**config.mk**
```make
export PLATFORM = sky130hd
export DESIGN_NAME = stack_tracker_flat
export DESIGN_NICKNAME = d
export VERILOG_FILES = /design/src/rtl/stack_tracker_if.sv /design/src/rtl/stack_tracker.sv /design/src/flat_wrapper.sv
export SDC_FILE = /design/constraint.sdc
export NUM_CORES = 1
export LEC_CHECK = 0
export BUFFER_PORTS_ARGS = -buffer_cell sky130_fd_sc_hd__buf_2
export CAP_MARGIN = 20
export CORE_MARGIN = 2
export CORE_UTILIZATION = 25
export CTS_CLUSTER_SIZE = 20
export DETAILED_ROUTE_END_ITERATION = 8
export SETUP_SLACK_MARGIN = 0.5
export SLEW_MARGIN = 20
export SYNTH_ARGS = -nofsm -noshare
export SYNTH_HDL_FRONTEND = slang
export SYNTH_SLANG_ARGS = --single-unit
export TNS_END_PERCENT = 10
```
**constraint.sdc**
```tcl
create_clock -name clk -period 7.05 [get_ports clk]
set_clock_uncertainty 0.05 [all_clocks]
set_input_delay 0.705 -clock clk [delete_from_list [all_inputs] [get_ports clk]]
set_output_delay 0.705 -clock clk [all_outputs]
set_load 0.01 [all_outputs]
```
**src/rtl/stack_tracker_if.sv**
```systemverilog
// Drop-request / stack-status bundle between the moving-block controller,
// the stack tracker and the renderer/score readers.
interface stack_tracker_if #(
    parameter int X_W    = 9,
    parameter int SIZE_W = 4,
    parameter int LVL_W  = 4
);
    logic              stop_true;
    logic              restart;
    logic [X_W-1:0]    curr_block_start;
    logic [X_W-1:0]    curr_block_end;
    logic              busy;
    logic              result_valid;
    logic              intersect_true;
    logic [X_W-1:0]    prev_block_start;
    logic [X_W-1:0]    prev_block_end;
    logic [SIZE_W-1:0] prev_block_size;
    logic [LVL_W-1:0]  stack_level;
    logic              game_over;
    logic              win;
    logic [LVL_W-1:0]  rd_level;
    logic [X_W-1:0]    rd_start;
    logic [X_W-1:0]    rd_end;

    modport slave (
        input  stop_true, restart, curr_block_start, curr_block_end, rd_level,
        output busy, result_valid, intersect_true, prev_block_start, prev_block_end,
               prev_block_size, stack_level, game_over, win, rd_start, rd_end
    );

    modport master (
        output stop_true, restart, curr_block_start, curr_block_end, rd_level,
        input  busy, result_valid, intersect_true, prev_block_start, prev_block_end,
               prev_block_size, stack_level, game_over, win, rd_start, rd_end
    );
endinterface

```
**src/rtl/stack_tracker.sv**
```systemverilog
// Block-stacker row stack: overlaps each dropped block with the top row,
// pushes the trimmed row on a hit, raises game_over on a miss and win when full.
module stack_tracker #(
    parameter int  X_W        = 9,
    parameter int  SIZE_W     = 4,
    parameter int  UNIT_SHIFT = 3,
    parameter int  DEPTH      = 12,
    localparam int LVL_W      = $clog2(DEPTH + 1)
) (
    input  logic             clk,
    input  logic             resetn,
    stack_tracker_if.slave   bus
);
    typedef enum logic [1:0] {IDLE, COMPARE, COMMIT, DONE} state_e;

    localparam logic [X_W:0] SIZE_SAT = (X_W + 1)'((1 << SIZE_W) - 1);

    state_e            state_q, state_d;
    logic [X_W-1:0]    cs_q, cs_d, ce_q, ce_d;
    logic [X_W-1:0]    ov_s_q, ov_s_d, ov_e_q, ov_e_d;
    logic              hit_q, hit_d;
    logic [SIZE_W-1:0] sz_q, sz_d;
    logic [X_W-1:0]    stk_s_q [DEPTH];
    logic [X_W-1:0]    stk_s_d [DEPTH];
    logic [X_W-1:0]    stk_e_q [DEPTH];
    logic [X_W-1:0]    stk_e_d [DEPTH];
    logic [X_W-1:0]    prev_s_q, prev_s_d, prev_e_q, prev_e_d;
    logic [SIZE_W-1:0] prev_sz_q, prev_sz_d;
    logic [LVL_W-1:0]  lvl_q, lvl_d;
    logic              go_q, go_d, win_q, win_d, int_q, int_d, rv_q, rv_d;

    logic [X_W-1:0]    top_s, top_e, cmp_s, cmp_e, rd_s, rd_e;
    logic [X_W:0]      span, cells;
    logic              cmp_hit;
    logic [SIZE_W-1:0] cmp_sz;

    // Top row is the entry just below the write pointer.
    always_comb begin
        top_s = '0;
        top_e = '0;
        for (int i = 0; i < DEPTH; i++) begin
            if (LVL_W'(i + 1) == lvl_q) begin
                top_s = stk_s_q[i];
                top_e = stk_e_q[i];
            end
        end
    end

    // Overlap of the latched drop against the top row; an empty stack accepts the drop as-is.
    always_comb begin
        if (lvl_q == '0) begin
            cmp_s = cs_q;
            cmp_e = ce_q;
        end else begin
            cmp_s = (cs_q > top_s) ? cs_q : top_s;
            cmp_e = (ce_q < top_e) ? ce_q : top_e;
        end
        span    = {1'b0, cmp_e} - {1'b0, cmp_s} + (X_W + 1)'(1);
        cells   = span >> UNIT_SHIFT;
        cmp_hit = (cs_q <= ce_q) && (cmp_s <= cmp_e) && (cells != '0);
        cmp_sz  = (cells > SIZE_SAT) ? SIZE_SAT[SIZE_W-1:0] : cells[SIZE_W-1:0];
    end

    always_comb begin
        state_d   = state_q;
        cs_d      = cs_q;
        ce_d      = ce_q;
        ov_s_d    = ov_s_q;
        ov_e_d    = ov_e_q;
        hit_d     = hit_q;
        sz_d      = sz_q;
        stk_s_d   = stk_s_q;
        stk_e_d   = stk_e_q;
        prev_s_d  = prev_s_q;
        prev_e_d  = prev_e_q;
        prev_sz_d = prev_sz_q;
        lvl_d     = lvl_q;
        go_d      = go_q;
        win_d     = win_q;
        int_d     = int_q;
        rv_d      = 1'b0;

        case (state_q)
            IDLE: begin
                if (bus.stop_true) begin
                    cs_d    = bus.curr_block_start;
                    ce_d    = bus.curr_block_end;
                    state_d = COMPARE;
                end
            end
            COMPARE: begin
                ov_s_d  = cmp_s;
                ov_e_d  = cmp_e;
                hit_d   = cmp_hit;
                sz_d    = cmp_sz;
                state_d = COMMIT;
            end
            COMMIT: begin
                rv_d  = 1'b1;
                int_d = hit_q;
                if (hit_q) begin
                    for (int i = 0; i < DEPTH; i++) begin
                        if (LVL_W'(i) == lvl_q) begin
                            stk_s_d[i] = ov_s_q;
                            stk_e_d[i] = ov_e_q;
                        end
                    end
                    lvl_d     = lvl_q + LVL_W'(1);
                    prev_s_d  = ov_s_q;
                    prev_e_d  = ov_e_q;
                    prev_sz_d = sz_q;
                    if (lvl_q + LVL_W'(1) == LVL_W'(DEPTH)) begin
                        win_d   = 1'b1;
                        state_d = DONE;
                    end else begin
                        state_d = IDLE;
                    end
                end else begin
                    prev_s_d  = '0;
                    prev_e_d  = '0;
                    prev_sz_d = '0;
                    go_d      = 1'b1;
                    state_d   = DONE;
                end
            end
            default: ;
        endcase

        // Restart overrides everything, including a drop already in flight.
        if (bus.restart) begin
            state_d   = IDLE;
            cs_d      = '0;
            ce_d      = '0;
            ov_s_d    = '0;
            ov_e_d    = '0;
            hit_d     = 1'b0;
            sz_d      = '0;
            stk_s_d   = '{default: '0};
            stk_e_d   = '{default: '0};
            prev_s_d  = '0;
            prev_e_d  = '0;
            prev_sz_d = '0;
            lvl_d     = '0;
            go_d      = 1'b0;
            win_d     = 1'b0;
            int_d     = 1'b0;
            rv_d      = 1'b0;
        end
    end

    always_ff @(posedge clk or negedge resetn) begin
        if (!resetn) begin
            state_q   <= IDLE;
            cs_q      <= '0;
            ce_q      <= '0;
            ov_s_q    <= '0;
            ov_e_q    <= '0;
            hit_q     <= 1'b0;
            sz_q      <= '0;
            stk_s_q   <= '{default: '0};
            stk_e_q   <= '{default: '0};
            prev_s_q  <= '0;
            prev_e_q  <= '0;
            prev_sz_q <= '0;
            lvl_q     <= '0;
            go_q      <= 1'b0;
            win_q     <= 1'b0;
            int_q     <= 1'b0;
            rv_q      <= 1'b0;
        end else begin
            state_q   <= state_d;
            cs_q      <= cs_d;
            ce_q      <= ce_d;
            ov_s_q    <= ov_s_d;
            ov_e_q    <= ov_e_d;
            hit_q     <= hit_d;
            sz_q      <= sz_d;
            stk_s_q   <= stk_s_d;
            stk_e_q   <= stk_e_d;
            prev_s_q  <= prev_s_d;
            prev_e_q  <= prev_e_d;
            prev_sz_q <= prev_sz_d;
            lvl_q     <= lvl_d;
            go_q      <= go_d;
            win_q     <= win_d;
            int_q     <= int_d;
            rv_q      <= rv_d;
        end
    end

    // Renderer read port: rows at or above the stack height read as zero.
    always_comb begin
        rd_s = '0;
        rd_e = '0;
        for (int i = 0; i < DEPTH; i++) begin
            if (LVL_W'(i) == bus.rd_level && LVL_W'(i) < lvl_q) begin
                rd_s = stk_s_q[i];
                rd_e = stk_e_q[i];
            end
        end
    end

    assign bus.busy             = (state_q != IDLE);
    assign bus.result_valid     = rv_q;
    assign bus.intersect_true   = int_q;
    assign bus.prev_block_start = prev_s_q;
    assign bus.prev_block_end   = prev_e_q;
    assign bus.prev_block_size  = prev_sz_q;
    assign bus.stack_level      = lvl_q;
    assign bus.game_over        = go_q;
    assign bus.win              = win_q;
    assign bus.rd_start         = rd_s;
    assign bus.rd_end           = rd_e;
endmodule
```
**src/flat_wrapper.sv**
```systemverilog
// flat-port wrapper written by rule: the top's interface ports become plain ports
module stack_tracker_flat 
#(
    parameter int  X_W        = 9,
    parameter int  SIZE_W     = 4,
    parameter int  UNIT_SHIFT = 3,
    parameter int  DEPTH      = 12,
    localparam int LVL_W      = $clog2(DEPTH + 1)
)
  (clk, resetn, bus_stop_true, bus_restart, bus_curr_block_start, bus_curr_block_end, bus_rd_level, bus_busy, bus_result_valid, bus_intersect_true, bus_prev_block_start, bus_prev_block_end, bus_prev_block_size, bus_stack_level, bus_game_over, bus_win, bus_rd_start, bus_rd_end);
  stack_tracker_if #(.X_W(X_W), .SIZE_W(SIZE_W)) bus_i ();
  input  logic clk;
  input  logic resetn;
  input wire logic [$bits(bus_i.stop_true)-1:0] bus_stop_true;
  input wire logic [$bits(bus_i.restart)-1:0] bus_restart;
  input wire logic [$bits(bus_i.curr_block_start)-1:0] bus_curr_block_start;
  input wire logic [$bits(bus_i.curr_block_end)-1:0] bus_curr_block_end;
  input wire logic [$bits(bus_i.rd_level)-1:0] bus_rd_level;
  output wire logic [$bits(bus_i.busy)-1:0] bus_busy;
  output wire logic [$bits(bus_i.result_valid)-1:0] bus_result_valid;
  output wire logic [$bits(bus_i.intersect_true)-1:0] bus_intersect_true;
  output wire logic [$bits(bus_i.prev_block_start)-1:0] bus_prev_block_start;
  output wire logic [$bits(bus_i.prev_block_end)-1:0] bus_prev_block_end;
  output wire logic [$bits(bus_i.prev_block_size)-1:0] bus_prev_block_size;
  output wire logic [$bits(bus_i.stack_level)-1:0] bus_stack_level;
  output wire logic [$bits(bus_i.game_over)-1:0] bus_game_over;
  output wire logic [$bits(bus_i.win)-1:0] bus_win;
  output wire logic [$bits(bus_i.rd_start)-1:0] bus_rd_start;
  output wire logic [$bits(bus_i.rd_end)-1:0] bus_rd_end;
  assign bus_i.stop_true = bus_stop_true;
  assign bus_i.restart = bus_restart;
  assign bus_i.curr_block_start = bus_curr_block_start;
  assign bus_i.curr_block_end = bus_curr_block_end;
  assign bus_i.rd_level = bus_rd_level;
  assign bus_busy = bus_i.busy;
  assign bus_result_valid = bus_i.result_valid;
  assign bus_intersect_true = bus_i.intersect_true;
  assign bus_prev_block_start = bus_i.prev_block_start;
  assign bus_prev_block_end = bus_i.prev_block_end;
  assign bus_prev_block_size = bus_i.prev_block_size;
  assign bus_stack_level = bus_i.stack_level;
  assign bus_game_over = bus_i.game_over;
  assign bus_win = bus_i.win;
  assign bus_rd_start = bus_i.rd_start;
  assign bus_rd_end = bus_i.rd_end;
  stack_tracker #(.X_W(X_W), .SIZE_W(SIZE_W), .UNIT_SHIFT(UNIT_SHIFT), .DEPTH(DEPTH)) u_core (.clk(clk), .resetn(resetn), .bus(bus_i));
endmodule
```
==> results_dict.tcl <==
set metrics [dict create \
    critPathSlowestCell "dfrtp_2" \
    status "completed" \
    n_antenna_cell 0 \
    cts-root-to-sink-buffers 3 \
    most-common-layout-cells "nand2_1, a21oi_1, dfrtp_1" \
    grt_pass1_vias 15655 \
    critPathArrivalTime_ps 6730 \
    netlist_top_cells_area "dfrtp_1, nand2_1, a21oi_1" \
    crit_required_ps 7440 \
    postSynthNetCount 2172 \
    syn_inst 2089 \
    count_of_input_and_output_buffers 74 \
    post_synth.cell_area_avg_um2 8.14 \
    drv.max_cap_violation_count 0 \
    crit_path_max_fanout 20 \
    critical_path.endpoint_type "register" \
    tritoncts "done" \
    first_pass_iters 6 \
    layout_commonest_cell "nand2_1" \
    ys_seq_area_share_pct 42.5 \
    area_fraction_of_the_dominant_cell_type_after_synthesis_pct 42.5 \
    place_congestion 0.914 \
    core_um2 67300 \
    num-fill-cells 7062 \
    final_util_pct 30.6 \
    ys_types 81 \
    max-vdd-ir-drop_mv 0.208 \
    detailroute.via_count 16527 \
    rsz0062_at_grt "true" \
    synth.cell_area_um2 17000 \
    power.sequential.fraction_pct 39.7 \
    fin_total_pwr_mw 4.75 \
    worst_setup_hold_path_clk_slew_ps 70 \
    design.die.area_um2 70100 \
    insertion_delay_ps 570 \
    crit_path_start_kind "register" \
    worst_pin_slew_ps 1180 \
    floorplan.initialDensity_pct 25.3 \
    hold_viol 0 \
    power.share.switching_pct 30.5 \
    tritoncts.num_buffers 35 \
    reg2reg_from "u_core.bus.stack_level[1]" \
    netlist.top_cell.by_area "dfrtp_1" \
    critical_path_depth 30 \
    hold_buffers 0 \
    worst-path-buf-inv 6 \
    drt_iter0_markers 2015 \
    flow.area_growth_from_synthesis_pct 20.9 \
    floorplan.rows 95 \
    power_frac_comb_pct 19.0 \
    whs_ps 127 \
    routed_via_density 5.48 \
    post_route_cell_area_um2 20600 \
    cpPeakStageDelay_ps 440 \
    setup_violations 0 \
    worst-setup-path-type "reg2reg" \
    ioPinCount 75 \
    power_per_cell_area_nw_per_um2 231 \
    gr-total-overflow 0 \
    synth_seq_cells 289 \
    track_usage_pct 18.6 \
    h-tree-depth 2 \
    total_leakage_power_nw 8.34 \
    finalNetCount 2201 \
    totalNegativeSetupSlack_ps 0 \
    asyncSetResetFlopFracSynth_pct 100 \
    chipWidth_um 265 \
    largest_net_degree_at_the_start_of_global_routing 139 \
    route.final.wire_length_um 66900 \
    timing.final.crit_share_pct 89.9 \
    wire_length_of_the_first_global_routing_pass_um 100000 \
    synth.yosys.warnings 0 \
    hp-class "in2async" \
    postRouteAntennaNets 0 \
    worstRegToRegCells 30 \
    final_layout_size_suffix_gt1_share_pct 16.1 \
    internal-power_mw 3.30 \
    post_synth_edffs 0 \
    power.net_switching_mw 1.45 \
    antenna_found_initial 1 \
    layout_min_cycle_time_ps 6340 \
    maxClockFrequency_ghz 0.158 \
    chipHeight_um 265 \
    dpl_cell_area_um2 18600 \
    startpoint "u_core.bus.stack_level[1]" \
    slew_headroom_pct 20.5 \
    wire_per_inst_um 22.2 \
    clock_power_share_pct 41.3 \
    clockRootBuffer "clkbuf_16" \
    critical_path.top_delay_family "compound AO/OA/AOI/OAI gates" \
    dp_hpwl_um 43600 \
    synthFlopType "dfrtp_1" \
    clock_sink_count 289 \
    drv_slew 0 \
    drcViolationCount 0 \
]
==> final cells by class <==
class	count	area [um^2]	area share, %
timing repair buffer	163	1160	5.66
tap	873	1090	5.31
clock buffer	48	1020	4.95
multi-input combinational	1580	9660	47.0
inverter	49	184	0.895
sequential	289	7230	35.2
clock inverter	13	209	1.02
==> cells in the mapped netlist (11+ instances only) <==
cell type,n
nand2_1,507
a21oi_1,323
dfrtp_1,289
clkbuf_1,155
nor2_1,117
o21ai_0,80
a22oi_1,66
ha_1,56
inv_1,49
o211ai_1,32
nand2b_1,31
and2_1,27
nand3_1,24
a22o_1,23
a311oi_1,22
a222oi_1,19
a31oi_1,18
nor4bb_1,18
a211o_1,14
nor3_1,14
and3_1,12
nand4_1,12
o21a_1,12
buf_2,11
nor2b_1,11
==> metrics by stage <==
stage,instances,worst slack [ps]
2_1_floorplan,2089,497
3_3_place_gp,2932,443
3_5_place_dp,2932,303
4_1_cts,2997,506
5_1_grt,3015,438
6_report,3015,713
==> repair_timing <==
item	CTS	global route
gates cloned	0	3
pin swaps	4	51
endpoints found under the setup margin	5	5
gates resized for setup	13	121
endpoints found under the hold margin	0	0
setup buffers	4	14
==> cells by family (layout without fill, tap and decap cells) <==
group | Yosys count | count (layout) | share of synthesized area [%]
flops | 289 | 289 | 42.5
fa+ha+maj | 57 | 57 | 4.24
compound gates | 682 | 682 | 25.4
xor+xnor | 11 | 11 | 0.566
buf+inv | 222 | 273 | 5.07
simple gates | 816 | 818 | 21.5
mux | 12 | 12 | 0.721
==> flip-flops by register name (all words and copies together) (netlist names) <==
signal and flops:
u_core.stk_e_q 108, u_core.stk_s_q 108, u_core.bus.prev_block_end 9, u_core.bus.prev_block_start 9, u_core.ce_q 9, u_core.cs_q 9, u_core.ov_e_q 9, u_core.ov_s_q 9
u_core.bus.prev_block_size 4, u_core.bus.stack_level 4, u_core.sz_q 4, u_core.state_q 2, u_core.bus.game_over 1, u_core.bus.intersect_true 1, u_core.bus.result_valid 1, u_core.bus.win 1
u_core.hit_q 1
==> layer usage <==
layer / global-route usage (%) / vias to the layer above / share of wire, %
met5: 0 / - / 0
met4: 7.70 / 0 / 4.8
met3: 3.63 / 159 / 8.7
met2: 28.5 / 786 / 44
met1: 25.6 / 8140 / 42
li1: - / 7442 / -
==> power by group through the flow <==
stage	Sequential (mW)	Clock, mW	Combinational [mW]
after floorplan	1.78	0	0.599
after global placement	1.91	0	0.788
after detailed placement	1.91	0	0.785
after CTS	1.88	1.99	0.798
after global routing	1.89	2.06	1.01
final	1.88	1.96	0.900
==> final timing paths <==
kind / end / slack [ps]
worst max-delay path: u_core.sz_q[2] / 710
worst min-delay path: u_core.stk_s_q[64] / 130
worst max register to register: u_core.sz_q[2] / 710
worst min register to register: u_core.bus.intersect_true / 420
max in group asynchronous: u_core.ce_q[0] / 5510
min in group clk: u_core.ce_q[6] / 360
==> worst reg2reg max path, delay by kind of cell, from the launching register on <==
family | cells | cell delay (ps)
simple gates | 8 | 1760
buf+inv | 6 | 960
compound gates | 12 | 1950
flops | 1 | 440
fa+ha+maj | 4 | 1040
(Power assumes the default switching activity.)
